**src/rtl/regfile_param.sv**
```systemverilog
// Parametrised register file: two combinational read ports, one lane-aware write port, post-reset clear.
// Optional same-cycle write-to-read bypass is enabled by defining REGFILE_BYPASS_EN.
module regfile_param #(
  parameter int DATA_W    = 16,
  parameter int ADDR_W    = 3,
  parameter bit ZERO_REG0 = 1'b0
) (
  input  logic              clk,
  input  logic              reset,
  input  logic              rd1,
  input  logic              wn1,
  input  logic              rd2,
  input  logic              wn2,
  input  logic              rd3,
  input  logic              wn3,
  input  logic [1:0]        write_mode,
  input  logic [ADDR_W-1:0] reg_id1,
  input  logic [ADDR_W-1:0] reg_id2,
  input  logic [ADDR_W-1:0] reg_id3,
  input  logic [DATA_W-1:0] write_data3,
  output logic [DATA_W-1:0] read_data1,
  output logic [DATA_W-1:0] read_data2,
  output logic              ready,
  output logic              write_err
);

  localparam int DEPTH = 2 ** ADDR_W;
  localparam int L     = DATA_W / 2;

  typedef enum logic {CLEAR, READY} state_t;

  state_t            state, state_next;
  logic [ADDR_W-1:0] clr_idx;
  logic [DATA_W-1:0] mem [DEPTH];
  logic              wr_req, wr_drop, wr_en;
  logic [DATA_W-1:0] wr_value;

  assign wr_req  = !rd3 && wn3;
  assign wr_drop = ZERO_REG0 && (reg_id3 == '0);
  assign wr_en   = wr_req && ready && !wr_drop && !reset;

  // Post-write image of the addressed entry; lane modes keep the untouched half.
  always_comb begin
    wr_value = mem[reg_id3];
    case (write_mode)
      2'b00: wr_value = write_data3;
      2'b01: wr_value[L-1:0] = write_data3[L-1:0];
      2'b10: wr_value[DATA_W-1:L] = write_data3[L-1:0];
      default: wr_value = {{L{write_data3[L-1]}}, write_data3[L-1:0]};
    endcase
  end

  always_comb begin
    state_next = state;
    case (state)
      CLEAR: if (clr_idx == ADDR_W'(DEPTH - 1)) state_next = READY;
      READY: state_next = READY;
      default: state_next = CLEAR;
    endcase
  end

  always_ff @(posedge clk) begin
    if (reset) begin
      state     <= CLEAR;
      clr_idx   <= '0;
      ready     <= 1'b0;
      write_err <= 1'b0;
    end else begin
      state     <= state_next;
      ready     <= (state_next == READY);
      write_err <= wr_req && !ready;
      if (state == CLEAR) clr_idx <= clr_idx + 1'b1;
    end
  end

  // Storage has no reset of its own; the CLEAR walk zeroes it one entry per cycle.
  always_ff @(posedge clk) begin
    if (!reset && state == CLEAR) begin
      mem[clr_idx] <= '0;
    end else if (wr_en) begin
      mem[reg_id3] <= wr_value;
    end
  end

  always_comb begin
    read_data1 = '0;
    if (ready && rd1 && !wn1 && !(ZERO_REG0 && reg_id1 == '0)) begin
      read_data1 = mem[reg_id1];
`ifdef REGFILE_BYPASS_EN
      if (wr_en && reg_id1 == reg_id3) read_data1 = wr_value;
`endif
    end
  end

  always_comb begin
    read_data2 = '0;
    if (ready && rd2 && !wn2 && !(ZERO_REG0 && reg_id2 == '0)) begin
      read_data2 = mem[reg_id2];
`ifdef REGFILE_BYPASS_EN
      if (wr_en && reg_id2 == reg_id3) read_data2 = wr_value;
`endif
    end
  end

endmodule

```
**config.mk**
```make
export PLATFORM = sky130hd
export DESIGN_NAME = regfile_param
export DESIGN_NICKNAME = d
export VERILOG_FILES = /design/src/rtl/regfile_param.sv
export SDC_FILE = /design/constraint.sdc
export NUM_CORES = 1
export LEC_CHECK = 0
export ABC_CLOCK_PERIOD_IN_PS = 3800
export CAP_MARGIN = 20
export CELL_PAD_IN_SITES_DETAIL_PLACEMENT = 0
export CELL_PAD_IN_SITES_GLOBAL_PLACEMENT = 1
export CORE_UTILIZATION = 53
export DETAILED_ROUTE_END_ITERATION = 6
export GPL_ROUTABILITY_DRIVEN = 0
export PLACE_DENSITY_LB_ADDON = 0.08
export SYNTH_ARGS = -nofsm -noshare
export SYNTH_HDL_FRONTEND = slang
export SYNTH_SLANG_ARGS = --single-unit
```
**constraint.sdc**
```tcl
create_clock -name clk -period 3.8 [get_ports clk]
set_clock_uncertainty 0.05 [all_clocks]
set_input_delay 0.57 -clock clk [delete_from_list [all_inputs] [get_ports clk]]
set_output_delay 0.57 -clock clk [all_outputs]
set_load 0.02 [all_outputs]
```
## Word level (Yosys, flattened, before mapping)

Memory sizes are Yosys's and may differ from the RTL's.
Index checks and enable logic that the tools add are counted.

- Register bits after elaboration: 5
- Input port bits: 35
- Memories kept: 1
- Bits in writable memories: 128

- Add/subtract/negate cells: 1
- Mux-type cells: 14
- Bitwise gates (word level): 1
- Reduce and logical (&&, ||, !) cells: 18
- Equality and inequality tests: 5

Memory list:

| memory | words | bits a word | read ports | clocked after Yosys merged registers in | wr ports | line | source |
|---|---|---|---|---|---|---|---|
| mem | 8 | 16 | 2 | 0 | 1 | 34 | `logic [DATA_W-1:0] mem [DEPTH];` |

Operator list:

| operator | number |
|---|---|
| two-way mux 16 bit | 3 |
| one-hot mux 8 bit (3 select lines) | 1 |
| OR reduction 16 bit | 1 |
| logical AND 1 bit | 9 |
| two-way mux 8 bit | 1 |
| two-way mux 1 bit | 6 |
| zero test 1 bit | 5 |
| AND reduction 2 bit | 2 |
| adder 3 x 1 -> 3 bit, second input constant | 1 |
| equality test 3 bit, second input constant | 1 |
| two-way mux 3 bit | 1 |
| equality test 2 x 1 -> 1 bit, second input constant | 1 |
| equality test 2 bit, second input constant | 1 |
| zero test 2 bit | 1 |
| two-way mux 2 bit | 1 |
| != test 1 bit, second input constant | 2 |
| one-hot mux 1 bit (2 select lines) | 1 |
| NOT 1 bit | 1 |

## Logic depth before layout (Yosys ltp)

Gate-level depths: netlist (run 1).

- Word-level depth: 10
- Mapped depth: 5

## Least setup slack after synthesis (run 1)

Ideal clock, no wire load.

- Path kind: input -> register
- Start point: input reset
- End point: memory mem[0][0], enable pin
- Slack: 1.456 ns
- Required time: 3.366 ns
- Stages: 3
- Setup time: 0.384 ns
- Arrival: 1.910 ns
- Cell sequence: and4bb_2 > or3b_1 > o21ai_0

- Longest elaborated chain between the ends: 8
- Elaborated cells between the ends (all ways): 13
- Classes of those cells: mux (7); reduce/logical (6)

Ends and longest elaborated chain:

| item | line | source |
|---|---|---|
| from (decl) | 9 | `input logic reset,` |
| zero test 1 bit * | 40, 78 |  |
| logical AND 1 bit | 40 | `assign wr_en = wr_req && ready && !wr_drop && !reset;` |
| two-way mux 1 bit | 80 | `end else if (wr_en) begin` |
| two-way mux 1 bit | 78 | `if (!reset && state == CLEAR) begin` |
| two-way mux 1 bit (implied by the code) | 81 | `mem[reg_id3] <= wr_value;` |
| AND reduction 2 bit (no source line) | n/a |  |
| OR reduction 16 bit (no source line) | n/a |  |
| two-way mux 3 bit (no source line) or two-way mux 2 bit (tied branches) | n/a |  |
| to (decl) | 34 |  |

Every way passes the cells marked *; elsewhere a longest branch is shown, timed or not.

## Worst setup path in the final report (run 1)

- Start point: input wn1
- End point: output read_data1[10]

- Longest elaborated chain between the ends: 3

Ends and longest elaborated chain:

| item | line | source |
|---|---|---|
| from (decl) | 11 | `input logic wn1,` |
| zero test 1 bit | 87 | `if (ready && rd1 && !wn1 && !(ZERO_REG0 && reg_id1 == '0)) begin` |
| logical AND 1 bit | 87 |  |
| two-way mux 16 bit | 87 |  |
| to (decl) | 21 | `output logic [DATA_W-1:0] read_data1,` |

No other way between the ends.

==> results of run 1 <==
## power by group
| part | switching (mW) | leakage, nW | total [mW] | internal [mW] |
|---|---|---|---|---|
| clock | 0.598 | 0.303 | 1.76 | 1.16 |
| combinational | 0.127 | 1.16 | 0.266 | 0.140 |
| sequential | 0.0230 | 1.08 | 1.67 | 1.64 |
## area by class of cell
type	count	area (µm²)
Clock inverter	14	208
Inverter	2	7.51
Timing Repair Buffer	93	908
Fill cell	825	3960
Sequential cell	133	3940
Tap cell	147	184
Multi-Input combinational cell	183	2370
Clock buffer	18	429
## cells by family (layout without fill, tap and decap cells)
logic type | after synthesis | count (layout)
adders and majority gates | 2 | 2
and+or+nand+nor | 45 | 45
muxes | 73 | 73
xor gates and xnor gates | 1 | 1
buffers and inverters | 25 | 127
AOI/OAI and AO/OA | 62 | 62
DFF | 133 | 133
## critical path: stages
cell and delay, ns:
clkdlybuf4s50_1 0.56, nor3b_4 0.24, buf_4 0.30, a22o_1 0.21
clkdlybuf4s50_1 0.60
## registers in the layout, summed over array words and instances (netlist names)
name       count
mem          128
clr_idx        3
write_err      1
state          1
## metal layers
metal  vias to the layer above  wire [µm]
met3                        24       1290
li1                       1668          -
met4                         0        265
met1                      1914       5990
met5                         -          0
met2                       159       7850
## synthesized netlist by cell type (all sizes together)
library cell	n	share of area
or3b	1	0.0013
a21oi	11	0.0084
mux2i	9	0.014
clkbuf	6	0.0034
nand2b	2	0.0019
nor3b	4	0.0071
mux4	64	0.24
a22o	32	0.043
nand2	7	0.0040
a21boi	1	0.0011
and2	8	0.0077
nand3	5	0.0038
nand3b	2	0.0023
edfxtp	128	0.59
buf	17	0.028
nor2	8	0.0046
ha	2	0.0038
inv	2	0.0011
and4bb	1	0.0019
dfxtp	5	0.015
nor3	4	0.0046
xor2	1	0.0013
nor2b	2	0.0019
nor4b	1	0.0013
o21ai	18	0.014
## cells in the final DEF (no fill, tap or decap), types with 2 or more instances in the layout
cell type	count
edfxtp_1	128
clkdlybuf4s50_1	66
mux4_2	38
a22o_1	32
mux4_1	26
buf_4	21
o21ai_0	17
clkbuf_16	17
a21oi_1	11
mux2i_1	9
and2_1	8
nor2_1	8
nand2_1	7
nand3_1	5
bufinv_16	5
dfxtp_1	5
buf_12	4
clkinv_1	3
nor3_2	2
inv_1	2
nand2b_1	2
nor3_1	2
nor2b_1	2
nor3b_1	2
nand3b_1	2
ha_1	2
clkinv_4	2
clkinvlp_4	2
buf_2	2
## stage by stage
| stage | instance area (µm²) | setup slack, ns |
|---|---|---|
| floorplan | 6530 | 1.46 |
| global placement | 7420 | 0.717 |
| detailed placement | 7420 | 0.716 |
| CTS | 8050 | 0.708 |
| global route | 8050 | 0.652 |
| finish | 8050 | 0.695 |
## final timing paths
| path | endpoint | depth (start not counted) |
|---|---|---|
| hold / removal | clr_idx[2] | 2 |
| setup / recovery | read_data1[10] | 5 |
| hold reg to reg | clr_idx[2] | 2 |
| setup reg to reg | mem[2][2] | 5 |
==> flow_summary.ini, run 1 <==
[run_status]
status = finished clean

[worst_setup_path]
cp-end-kind = output port
rr_startpoint = state
reg2reg_slack_ns = 1.54
crit_arrival_ns = 2.48
worstSetupStartpointType = primary input
worstSetupStartpoint = wn1
crit_required_ns = 3.18
critPathMaxFanout = 16
worstSetupPathType = in -> out

[timing]
hold_violations = 0
timing.fmax_ghz = 0.322
tns_ns = 0
fin_crit_sh = 0.817
slew_violations = 0
min_period_ns = 3.10
rsz0062_at_grt = no
timing.hold.ws_ns = 0.544
finalSetupViolations = 0
slew_headroom = 0.384
worst_pin_slew_ns = 0.916

[grt]
grt_max_degree = 33
gr-usage-met1 = 0.363
gr-usage-met3 = 0.0589
grt_pass1_wl_mm = 23.6
grt.busiest_layer = met2
use_met2 = 0.418
grt_antenna_before_repair = 0
grt_pass1_vias = 4028
overflow = 0
grt_use_total = 0.263

[synthesis]
synthMuxAreaShare = 0.249
synth_top_family_by_area = multiplexers
synth_adder_area_share = 0.00383
synthCells = 341
synth_nets = 378
mappedNetlistArea_um2 = 6530
yosys_warnings = 0
synth_compound_area_frac = 0.0663
synth-simple-area-share = 0.0425
synth_cell_types = 35
yosys_register_bits = 133
ys_seq_area_frac = 0.604
synth.avg_cell_area_um2 = 19.2
synth_xor_area_frac = 0.00134

[finish]
antenna_cells = 0
fin_util = 0.671
area.growth.synth_to_final_pct = 23.3
instances_no_fill = 590
nNetsFinal = 467
drive_gt1_frac = 0.221

[place]
place_inst = 558
hpwl_mm = 9.82
io_buffers = 68

[clock_network]
postCtsSetupRepairBufs = 0
clkTransAtPathRegs_ns = 0.06
cts_root_buf = clkbuf_16
cts_max_path_buffers = 2
postCtsHoldBufs = 0
cts_max_level = 4
insertion_delay_ns = 0.41
cts_resized = 0
tritoncts = yes
cts_num_sinks = 133
cts_made_buffers = 17

[power_and_ir_drop]
ir_drop_mv = 0.248
power_density_nw_per_um2 = 458
p_leak_nw = 2.55
p_total_mw = 3.69

[drt]
first_iter_violations = 304
wl_per_cell_um = 26.1
num_vias = 3765
drt-pass1-iter-count = 5
drt_wl_total_mm = 15.4
ant_nets = 0
drc_errors = 0
via_per_inst = 6.38

[floorplanning]
num_rows = 40
die_h_um = 113
coreArea_um2 = 12000
initial_core_util = 0.544
ios = 69
dieArea_um2 = 12800
dieWidth_um = 113

[min_path]
holdCritStartpoint = clr_idx[2]
min-delay-path-class = reg -> reg

[run]
max_cap_violations = 0
Note: power is estimated with default switching activity, not from simulation.
==> inputs of run 2 (changes only) <==
ABC_CLOCK_PERIOD_IN_PS = 2500   (was 3800)
CORE_UTILIZATION = 44   (was 53)
clock period = 2.5 ns   (was 3.8 ns; I/O delays follow)
==> run 2 against run 1 <==
- cell count rose by 8.5%
- flip-flop and latch count did not move
- first-iteration DRC count shrank 18%
- count of clock-buffer cells in the layout fell by 1
- register-to-register slack worse by 1.3 ns
- final area is 2.5% higher
- routed wire length is 4.2% higher
- clock power up 46%
- sequential share of layout area decreased by 1.2 points
- power is 50% higher
- critical path type unchanged
- largest power group unchanged
- highest routed layer unchanged
==> flow_summary.ini, run 2 (synthesis results as in run 1) <==
[worst_setup_path]
worstSetupStartpointType = primary input
worstSetupPathType = in -> out
crit_required_ns = 2.08
critPathMaxFanout = 24
cp-end-kind = output port
crit_arrival_ns = 2.04

[clock_network]
cts_root_buf = clkbuf_16
clkTransAtPathRegs_ns = 0.06
postCtsSetupRepairBufs = 0
cts_made_buffers = 17
tritoncts = yes
postCtsHoldBufs = 0
insertion_delay_ns = 0.42
cts_max_level = 4
cts_max_path_buffers = 2
cts_num_sinks = 133

[finish]
largest_register_ffs = 128
fin_util = 0.568
nNetsFinal = 480
drive_gt1_frac = 0.248
reg_top3 = mem x128, clr_idx x3
final_common_cell = edfxtp_1
area.growth.synth_to_final_pct = 26.4
antenna_cells = 0
most-common-layout-cells = edfxtp_1, mux4_2, clkdlybuf4s50_1, a22o_1, dlygate4sd2_1
num-fill-cells = 1143
top_register = mem

[grt]
grt_use_total = 0.225
grt_max_degree = 25
overflow = 0
grt_pass1_wl_mm = 23.4
grt_antenna_before_repair = 0
grt_pass1_vias = 3941

[timing]
rsz0062_at_grt = no
slew_headroom = 0.457
timing.hold.ws_ns = 0.467
worst_pin_slew_ns = 0.807
fin_crit_sh = 0.986
finalSetupViolations = 0
tns_ns = 0
slew_violations = 0
timing.fmax_ghz = 0.406
layout_setup_ws_ns = 0.0339
min_period_ns = 2.47
hold_violations = 0

[drt]
first_iter_violations = 250
num_vias = 3860
via_per_inst = 6.03
ant_nets = 0
drt-pass1-iter-count = 5
drt_wl_total_mm = 16.0
drc_errors = 0
wl_per_cell_um = 25.1

[run_status]
status = finished clean

[place]
io_buffers = 68
place_ws_ns = -0.178
hpwl_mm = 10.7

[floorplanning]
ios = 69
dieWidth_um = 124
coreArea_um2 = 14500
die_h_um = 124
num_rows = 44
dieArea_um2 = 15300
initial_core_util = 0.449

[power_and_ir_drop]
power_density_nw_per_um2 = 669
ir_drop_mv = 0.390
p_leak_nw = 2.79
p_total_mw = 5.53

[run]
max_cap_violations = 0

[min_path]
min-delay-path-class = in -> reg
[run 2: cell type report]
type                    count  area (µm²)  share of cell area
inverters                   2        7.51            0.000910
repair buffers            106        1090               0.132
multi-input cells         183        2370               0.288
well taps                 184         230              0.0279
clock inverters            15         188              0.0227
clock buffers              17         425              0.0515
flip-flops and latches    133        3940               0.478
[run 2: final timing paths]
kind	from	to	slack [ns]	cells past startpoint
worst max register to register	state	mem[0][0]	0.20	5
worst min register to register	clr_idx[2]	clr_idx[2]	0.52	2
worst max-delay path	reg_id1[1]	read_data1[11]	0.03	5
worst min-delay path	rd3	write_err	0.47	2
[run 2: power breakdown]
part | internal, mW | total [mW] | switching [mW] | leakage [nW]
registers | 2.50 | 2.53 | 0.0334 | 1.08
logic | 0.232 | 0.429 | 0.197 | 1.43
clock network | 1.65 | 2.57 | 0.917 | 0.282
[run 2: repair_timing]
item	in CTS	in global routing
setup endpoints to repair	32	4
cloned	0	1
pin swaps	0	0
gates resized for setup	32	1
[run 2: metrics by stage]
stage	instances	instance area (µm²)
floorplan	341	6530
finish	640	8250
global route	640	8250
detailed placement	607	7650
global placement	607	7650
CTS	639	8230
[run 2: worst max-delay path, stage by stage]
cell	delay [ns]
clkdlybuf4s50_1	0.54
buf_12	0.21
mux4_2	0.31
a22o_1	0.26
dlygate4sd2_1	0.32
[run 2: per-layer routing]
| layer | global-route usage | wire length [µm] |
|---|---|---|
| met1 | 0.320 | 7220 |
| met2 | 0.345 | 7880 |
| met3 | 0.0499 | 753 |
| met4 | 0.0730 | 188 |
| met5 | 0 | 0 |
==> inputs of run 3 (changes only) <==
CORE_ASPECT_RATIO = 0.8   (was not set)
==> run 3 against run 2 <==
- largest power group is now sequential cells
- sequential power barely moved
- critical endpoint is now read_data1[15]
- critical path type unchanged
- combinational power rose by 2%
- clock power fell by 7%
- power fell by 3.1%
- the run now ends with design-rule violations left
==> flow_summary.ini, run 3 (synthesis results as in run 1) <==
[drt]
drc_errors = 10
via_per_inst = 6.06
wl_per_cell_um = 25.2
num_vias = 3914
drt-pass1-iter-count = 7
drt_wl_total_mm = 16.3
first_iter_violations = 349
ant_nets = 0

[finish]
instances_no_fill = 646
finish.instance_area_um2 = 8210
num-fill-cells = 1157
reg_top3 = mem x128, clr_idx x3
most-common-layout-cells = edfxtp_1, mux4_2, buf_4, dlygate4sd2_1
antenna_cells = 0
area.growth.synth_to_final_pct = 25.7
largest_register_ffs = 128
fin_util = 0.570
top_register = mem
final_common_cell = edfxtp_1
drive_gt1_frac = 0.251
nNetsFinal = 486

[timing]
worst_pin_slew_ns = 0.818
rsz0062_at_grt = no
slew_headroom = 0.450
timing.fmax_ghz = 0.410
finalSetupViolations = 0
hold_violations = 0
tns_ns = 0
layout_setup_ws_ns = 0.0601
fin_crit_sh = 0.976
timing.hold.ws_ns = 0.477
min_period_ns = 2.44
slew_violations = 0

[worst_setup_path]
worstSetupStartpointType = primary input
crit_arrival_ns = 2.01
reg2regPathDepth = 5
crit_required_ns = 2.08
cp-end-kind = output port
critPathMaxFanout = 9
worstSetupPathType = in -> out

[grt]
grt_pass1_wl_mm = 24.5
grt_antenna_before_repair = 0
grt_max_degree = 26
grt_pass1_vias = 4069
grt_use_total = 0.226
overflow = 0

[place]
hpwl_mm = 11.1
io_buffers = 68
place_inst = 612
dpl-instance-area_um2 = 7620
place_ws_ns = -0.207

[clock_network]
insertion_delay_ns = 0.41
cts_made_buffers = 17
cts_max_level = 4
tritoncts = yes
postCtsSetupRepairBufs = 0
cts_num_sinks = 133
cts_root_buf = clkbuf_16
postCtsHoldBufs = 0
clkTransAtPathRegs_ns = 0.05
cts_max_path_buffers = 2

[power_and_ir_drop]
p_leak_nw = 2.80
ir_drop_mv = 0.479
power_density_nw_per_um2 = 652
p_total_mw = 5.35

[floorplanning]
coreArea_um2 = 14400
ios = 69
initial_core_util = 0.454
num_rows = 39
dieArea_um2 = 15300
die_h_um = 111
dieWidth_um = 138

[run]
max_cap_violations = 0

[run_status]
status = complete, but fails checks
violations = design-rule violations

[min_path]
min-delay-path-class = in -> reg
holdPathStages = 2
[run 3: what timing repair did]
action / in CTS / in global routing
cloned: 1 / 1
endpoints found under the setup margin: 32 / 3
gates resized for setup: 35 / 1
hold endpoints to repair: 0 / 0
pin swaps: 0 / 0
[run 3: cell type report]
type	count	area, µm²	share of cell area
flip-flops and latches	133	3940	0.480
multi-input cells	183	2380	0.290
repair buffers	112	1080	0.132
clock buffers	23	458	0.0558
well taps	184	230	0.0280
clock inverters	9	106	0.0130
inverters	2	7.51	0.000914
[run 3: power by group]
group          switching, mW  leakage (nW)  internal, mW
registers             0.0343          1.08          2.50
logic                  0.203          1.45         0.233
clock network          0.897         0.268          1.49
[run 3: worst max-delay path: stages]
cell,delay (ns)
clkdlybuf4s50_1,0.47
nand2_1,0.17
nor3b_4,0.29
buf_12,0.18
a22o_1,0.18
dlygate4sd2_1,0.35
[run 3: worst paths after layout]
path | start | end | slack (ns)
worst max-delay path | rd1 | read_data1[15] | 0.06
worst min-delay path | rd3 | write_err | 0.48
worst max register to register | state | mem[0][11] | 0.44
worst min register to register | clr_idx[2] | clr_idx[2] | 0.54
[run 3: per-layer routing]
metal,part of all wire,GRT usage,vias to the layer above
met5,0,0,-
met4,0.015,0.0757,0
met3,0.051,0.0436,18
met2,0.48,0.359,115
met1,0.46,0.317,2073
li1,-,-,1708
